### config.mk
export PLATFORM = sky130hd
export DESIGN_NAME = stream_dist_1_4
export DESIGN_NICKNAME = d
export VERILOG_FILES = /design/src/rtl/stream_dist_1_4.sv
export SDC_FILE = /design/constraint.sdc
export NUM_CORES = 1
export LEC_CHECK = 0
export CORE_MARGIN = 2
export CORE_UTILIZATION = 60
export CTS_CLUSTER_SIZE = 40
export DETAILED_ROUTE_END_ITERATION = 7
export GPL_ROUTABILITY_DRIVEN = 0
export PLACE_DENSITY = 0.84
export SYNTH_ARGS = -nofsm -noshare
export SYNTH_HDL_FRONTEND = slang
export SYNTH_SLANG_ARGS = --single-unit
### constraint.sdc
create_clock -name ap_clk -period 4.7 [get_ports ap_clk]
set_clock_uncertainty 0.15 [all_clocks]
set_input_delay 0.94 -clock ap_clk [delete_from_list [all_inputs] [get_ports ap_clk]]
set_output_delay 0.94 -clock ap_clk [all_outputs]
set_load 0.01 [all_outputs]
### src/rtl/stream_dist_1_4.sv
// Header-framed stream distributor: one 32-bit ap_vld/ap_ack input, four outputs.
// Payload goes to one selected output or is broadcast to all four via per-output FIFOs.
module stream_dist_1_4 #(
    parameter int unsigned DATA_BITS      = 32,
    parameter int unsigned OUT_FIFO_DEPTH = 4,
    parameter int unsigned LEN_BITS       = 16
) (
    input  logic                 ap_clk,
    input  logic                 ap_rst,
    input  logic                 ap_start,
    output logic                 ap_idle,
    input  logic [DATA_BITS-1:0] Input_1_V_V,
    input  logic                 Input_1_V_V_ap_vld,
    output logic                 Input_1_V_V_ap_ack,
    output logic [DATA_BITS-1:0] Output_1_V_V,
    output logic                 Output_1_V_V_ap_vld,
    input  logic                 Output_1_V_V_ap_ack,
    output logic [DATA_BITS-1:0] Output_2_V_V,
    output logic                 Output_2_V_V_ap_vld,
    input  logic                 Output_2_V_V_ap_ack,
    output logic [DATA_BITS-1:0] Output_3_V_V,
    output logic                 Output_3_V_V_ap_vld,
    input  logic                 Output_3_V_V_ap_ack,
    output logic [DATA_BITS-1:0] Output_4_V_V,
    output logic                 Output_4_V_V_ap_vld,
    input  logic                 Output_4_V_V_ap_ack,
    output logic [15:0]          frame_count
);

    localparam int unsigned AW = $clog2(OUT_FIFO_DEPTH);

    typedef enum logic {HDR, PAY} state_t;

    state_t              state;
    logic [1:0]          dest;
    logic                bcast;
    logic [LEN_BITS-1:0] rem;

    logic [DATA_BITS-1:0] mem [4][OUT_FIFO_DEPTH];
    logic [AW:0]          wptr [4];
    logic [AW:0]          rptr [4];
    logic [DATA_BITS-1:0] head [4];

    logic [3:0] empty, full, target, push, pop, out_ack;
    logic       in_xfer;

    assign out_ack = {Output_4_V_V_ap_ack, Output_3_V_V_ap_ack,
                      Output_2_V_V_ap_ack, Output_1_V_V_ap_ack};

    always_comb begin
        for (int unsigned k = 0; k < 4; k++) begin
            empty[k] = (wptr[k] == rptr[k]);
            full[k]  = (wptr[k][AW] != rptr[k][AW]) &&
                       (wptr[k][AW-1:0] == rptr[k][AW-1:0]);
            head[k]  = empty[k] ? '0 : mem[k][rptr[k][AW-1:0]];
        end
    end

    // Broadcast targets all four FIFOs so that ack only rises when every one has space.
    always_comb begin
        target = bcast ? 4'b1111 : (4'b0001 << dest);
        if (ap_rst)
            Input_1_V_V_ap_ack = 1'b0;
        else if (state == HDR)
            Input_1_V_V_ap_ack = ap_start;
        else
            Input_1_V_V_ap_ack = ((target & full) == 4'b0000);
        in_xfer = Input_1_V_V_ap_vld && Input_1_V_V_ap_ack;
        push    = (state == PAY && in_xfer) ? target : 4'b0000;
        pop     = ~empty & out_ack;
    end

    assign ap_idle = (state == HDR) && (&empty);

    assign Output_1_V_V        = head[0];
    assign Output_2_V_V        = head[1];
    assign Output_3_V_V        = head[2];
    assign Output_4_V_V        = head[3];
    assign Output_1_V_V_ap_vld = ~empty[0];
    assign Output_2_V_V_ap_vld = ~empty[1];
    assign Output_3_V_V_ap_vld = ~empty[2];
    assign Output_4_V_V_ap_vld = ~empty[3];

    always_ff @(posedge ap_clk or posedge ap_rst) begin
        if (ap_rst) begin
            state       <= HDR;
            dest        <= '0;
            bcast       <= 1'b0;
            rem         <= '0;
            frame_count <= '0;
        end else if (in_xfer) begin
            if (state == HDR) begin
                dest  <= Input_1_V_V[17:16];
                bcast <= Input_1_V_V[18];
                rem   <= Input_1_V_V[LEN_BITS-1:0];
                if (Input_1_V_V[LEN_BITS-1:0] == '0)
                    frame_count <= frame_count + 16'd1;
                else
                    state <= PAY;
            end else begin
                rem <= rem - LEN_BITS'(1);
                if (rem == LEN_BITS'(1)) begin
                    state       <= HDR;
                    frame_count <= frame_count + 16'd1;
                end
            end
        end
    end

    always_ff @(posedge ap_clk or posedge ap_rst) begin
        if (ap_rst) begin
            for (int unsigned k = 0; k < 4; k++) begin
                wptr[k] <= '0;
                rptr[k] <= '0;
            end
        end else begin
            for (int unsigned k = 0; k < 4; k++) begin
                if (push[k]) wptr[k] <= wptr[k] + (AW+1)'(1);
                if (pop[k])  rptr[k] <= rptr[k] + (AW+1)'(1);
            end
        end
    end

    // Storage needs no reset: empty FIFOs present zero on their data outputs.
    always_ff @(posedge ap_clk) begin
        for (int unsigned k = 0; k < 4; k++)
            if (push[k]) mem[k][wptr[k][AW-1:0]] <= Input_1_V_V;
    end

endmodule

Word level (Yosys, flattened, before mapping)
Memory sizes are Yosys's and may differ from the RTL's.
Index checks and enable logic that the tools add are counted.
{ "word_totals": {"n_memories": 1, "out_inout_bits": 150, "inputBits": 40, "ram_bits": 512, "reg_bits": 60} }
{ "classes": {"add_sub_neg": 10, "n_reduce_logical": 17, "shifts": 1, "eq_ne": 14, "n_lt_le_gt_ge": 12, "n_mux": 43, "bitwise": 16} }
{ "memory_table": {"columns": ["name", "words", "word_bits", "read_ports", "rd_clocked_by_memory_dff", "wr", "line", "text"], "rows": [
  ["mem", 4, 128, 4, 0, 4, "39", "logic [DATA_BITS-1:0] mem [4][OUT_FIFO_DEPTH];"]
]} }
{ "ops": {"columns": ["operator", "count"], "rows": [
  ["$mux W128", 4],
  ["$mux W32", 16],
  ["$bmux W32 S2", 4],
  ["$demux W32 S2", 4],
  ["$mux W16", 4],
  ["$add A3 B1 Y3 const B", 8],
  ["$ge A3 B3 Y1 const B", 8],
  ["$not A2 Y3", 8],
  ["$add A16 B1 Y16 const B", 1],
  ["$eq A16 B1 Y1 const B", 1],
  ["$logic_not A16 Y1", 1],
  ["$sub A16 B1 Y16 const B", 1],
  ["$eq A3 B3 Y1", 4],
  ["$lt A3 B1 Y1 const B", 4],
  ["$logic_and A1 B1 Y1", 11],
  ["$mux W1", 9],
  ["$and A4 B4 Y4", 2],
  ["$eq A2 B2 Y1", 4],
  ["$mux W4", 2],
  ["$not A1 Y1", 5],
  ["$logic_not A4 Y1", 1],
  ["$ne A1 B1 Y1", 4],
  ["$not A4 Y4", 1],
  ["$reduce_and A4 Y1", 1],
  ["other kinds (5)", 5]
]} }

Depth between registers and ports, before layout
{ "logic_depth": {"depth_word": 11, "depth_mapped": 9} }

Worst setup path after synthesis
OpenSTA, ideal clock, no wires.
{ "synth_path": {"path_type": "input to register", "from": "in Input_1_V_V_ap_vld", "to": "mem mem[0][0] (netlist name) (enable)", "setup_slack_ns": 1.382, "n_path_buf": 0, "t_arrival_ns": 2.775, "path_stages": 4, "cell_sequence": "nor2b_1 -> nand2_1 -> nor4_1 -> and2_1"} }
{ "synth_rtl": {"columns": ["element", "line", "text"], "rows": [
  ["start, declared", "13", "input logic Input_1_V_V_ap_vld,"],
  ["end, declared", "39", null]
]} }

Worst setup path after layout
{ "layout_path": {"from": "reg rptr[9] (netlist name)", "to": "out Output_1_V_V[7]"} }
{ "layout_via": {"elab_chain_cells": 5, "elab_cells_between_ends": 6, "cone_classes": "eq/ne: 1; mux: 4; bitwise: 1"} }
{ "layout_lines": {"columns": ["element", "line", "text"], "rows": [
  ["start, declared", "41", "logic [AW:0] rptr [4];"],
  ["start signal, assigned by index", "119", "if (pop[k]) rptr[k] <= rptr[k] + (AW+1)'(1);"],
  ["$not A2 Y3 (implied by the code)", "55", "head[k] = empty[k] ? '0 : mem[k][rptr[k][AW-1:0]];"],
  ["$bmux W32 S2", "55", null],
  ["$mux W32 (implied by the code) (2 in series)", "55", null],
  ["$mux W32 (*)", "55", null],
  ["end, declared", "15", "output logic [DATA_BITS-1:0] Output_1_V_V,"]
]} }
Mark *: on every way between the ends. The rest lies on a longest branch, timed or not. The select of a mux whose other input is x is not followed.

==> flow_summary.toml <==
[synthesis]
syn-cell-area_mm2 = 0.0229
yosys_warnings = 0
ys_ff_latch = 572
synth_edf_count = 512
avgSynthCellArea_um2 = 19.0
yosys-top-cells-area = "edfxtp_1 (67%), mux4_2 (13%), dfrtp_1 (6.6%)"
async_flop_share = 0.105
syn_inst = 1205
post-synth-top-area-fraction = 0.671
synthFlopType = "edfxtp_1"
ys_seq_area_frac = 0.737
synth_cell_types = 51
syn_nets = 1268
synth_top_area_cell = "edfxtp_1"

[sta]
tightest_slew_ns = 1.05
tns_ns = 0
grt_setup_unrepaired = "no"
timing.hold.ws_ns = 0.316
fin_crit_sh = 0.870
fmax_ghz = 0.244
hold_viol_final = 0
relSlewSlack = 0.293
drv_slew = 0
fin_crit_ns = 4.09
setup_viol = 0

[setup_path]
path_max_fanout = 22
critPathLaunchType = "register"
critPathKind = "reg2out"
required_ns = 3.61
crit_path_end_kind = "primary output"
arrival_ns = 3.00

[grt]
grt_use_total = 0.286
gr-usage-met3 = 0.0407
grt_pass1_wl_um = 81300
top_usage_layer = "met2"
met1_usage = 0.400
grt_start_max_net_pins = 40
grt_pass1_vias = 12800
antenna_found_initial = 1
grt-ovfl-total = 0
gr-usage-met2 = 0.473

[die]
fp.dieW_um = 199
chipHeight_um = 199
io_pins = 190
start_util = 0.608
rows = 71
core_area_mm2 = 0.0377
die_area_mm2 = 0.0398

[flow_run]
cap_violations = 0

[min_path]
hold_path.class = "reg2reg"

[power]
clkPwrFrac = 0.233
p_sw_frac = 0.326
p_switching_uw = 5710
power.share.sequential = 0.363
power_leakage_uw = 0.00919
p_per_area_mw_per_mm2 = 641
max-vdd-ir-drop_uv = 483
p_comb_frac = 0.404
power.total_uw = 17500
intPower_uw = 11800

[cts]
cts_tree = "yes"
htreeDepth = 2
cts-root-buf = "clkbuf_16"
cts_setup_buffers = 0
clock_sinks = 572
clk-insertion-delay-late_ns = 0.57
ctsHoldBuffers = 0
path_clk_slew_ns = 0.06
cts-buffers-inserted = 53
clock_path_buffers = 3
post_cts_resized = 0

[cells_and_area]
drive_gt1_frac = 0.188
diodes = 0
area_growth_pct = 19.2
fin_nets = 1516

[placement]
io_buffers = 189
place_hpwl_um = 33200

[detailed_routing]
antenna_left = 0
dr.pass1.iters = 6
dr_total_vias = 12600
drc = 0
routed_wl_um = 54900
via_per_inst = 6.28
wl_per_cell_um = 27.3
drt-initial-drc-count = 1276

[outcome]
status = "complete, no violations"
[metal layers]
metal	wire length, um	vias up
met1	20800	6511
met4	1670	0
met5	0	-
met3	4720	109
li1	-	5235
met2	27700	763
[power groups by stage]
stage / registers, uW / clock network [uW] / logic (uW)
final: 6350 / 4070 / 7080
after global routing: 6400 / 4310 / 7540
after CTS: 6350 / 4110 / 7140
after detailed placement: 6450 / 0 / 7060
after global placement: 6400 / 0 / 6950
after floorplan: 6320 / 0 / 3870
[worst max-delay path, cell delays in order, from the launching register on]
cell and delay [ns]:
dfrtp_2 0.65, buf_4 0.49, mux4_2 0.60, nor2b_1 0.16, clkdlybuf4s50_1 0.49
[cell usage after synthesis (3+ instances only)]
cell type  instances
edfxtp_1         512
nor2b_1          130
mux4_2           128
dfrtp_1           60
nand2_1           41
clkbuf_1          34
xnor2_1           32
ha_1              23
nand3_1           23
buf_2             20
nor2_1            20
and2_1            18
inv_1             18
nand4_1           18
o21ai_0           13
and3_1            12
nor3_1            11
a21oi_1           10
nor4_1            10
xor2_1            10
o22ai_1            7
mux2_2             5
buf_4              4
nor3b_1            4
a22oi_1            3
or3_1              3
or4_1              3
[cell type report]
type / instances / area, um^2
inverters: 18 / 67.6
multi-input cells: 554 / 5700
well taps: 511 / 639
fillers: 2186 / 10400
flip-flops and latches: 572 / 16900
repair buffers: 254 / 2380
clock buffers: 71 / 1450
clock inverters: 28 / 198
[cells in the final DEF, fill, tap and decap left out, types with 18 or more instances in the layout]
| cell type | Yosys | layout |
|---|---|---|
| ha_1 | 23 | 23 |
| nand3_1 | 23 | 23 |
| mux4_2 | 128 | 128 |
| xnor2_1 | 32 | 32 |
| dfrtp_1 | 60 | 56 |
| clkbuf_16 | 0 | 55 |
| nand4_1 | 18 | 18 |
| nand2_1 | 41 | 41 |
| nor2_1 | 20 | 18 |
| nor2b_1 | 130 | 130 |
| buf_4 | 4 | 65 |
| and2_1 | 18 | 18 |
| edfxtp_1 | 512 | 512 |
| clkdlybuf4s50_1 | 0 | 189 |
[flip-flops by register name, summed over array words and instances, names as in the netlist]
name         count
mem            512
frame_count     16
rem             16
rptr            12
wptr            12
dest             2
bcast            1
state            1
[kinds of logic after synthesis]
| group | after synthesis | synth area share |
|---|---|---|
| AOI/OAI and AO/OA | 54 | 0.0152 |
| buffers and inverters | 79 | 0.0150 |
| muxes | 134 | 0.129 |
| and+or+nand+nor | 299 | 0.0742 |
| DFF | 572 | 0.737 |
| adders and majority gates | 23 | 0.0126 |
| xor gates and xnor gates | 44 | 0.0175 |
[per-stage QoR]
step,instances,utilization,area (um^2),setup slack (ns)
final,2008,0.725,27300,0.609
after global routing,2008,0.725,27300,0.440
after CTS,2008,0.725,27300,0.543
after detailed placement,1909,0.681,25700,0.946
after global placement,1909,0.681,25700,1.05
after floorplan,1205,-,22900,1.38
[worst paths after layout]
kind,from,slack [ns],cells past startpoint,endpoint
max in group asynchronous,ap_rst,2.78,3,rptr[3]$_DFFE_PP0P_
worst min register to register,frame_count[15]$_DFFE_PP0P_,0.32,1,frame_count[15]$_DFFE_PP0P_
worst min-delay path,frame_count[15]$_DFFE_PP0P_,0.32,1,frame_count[15]$_DFFE_PP0P_
min in group asynchronous,ap_rst,0.76,2,frame_count[11]$_DFFE_PP0P_
worst max register to register,rptr[9]$_DFFE_PP0P_,1.38,7,mem[2][4]$_DFFE_PP_
worst max-delay path,rptr[9]$_DFFE_PP0P_,0.61,4,Output_1_V_V[7]
Power figures use the tool's default switching activity.
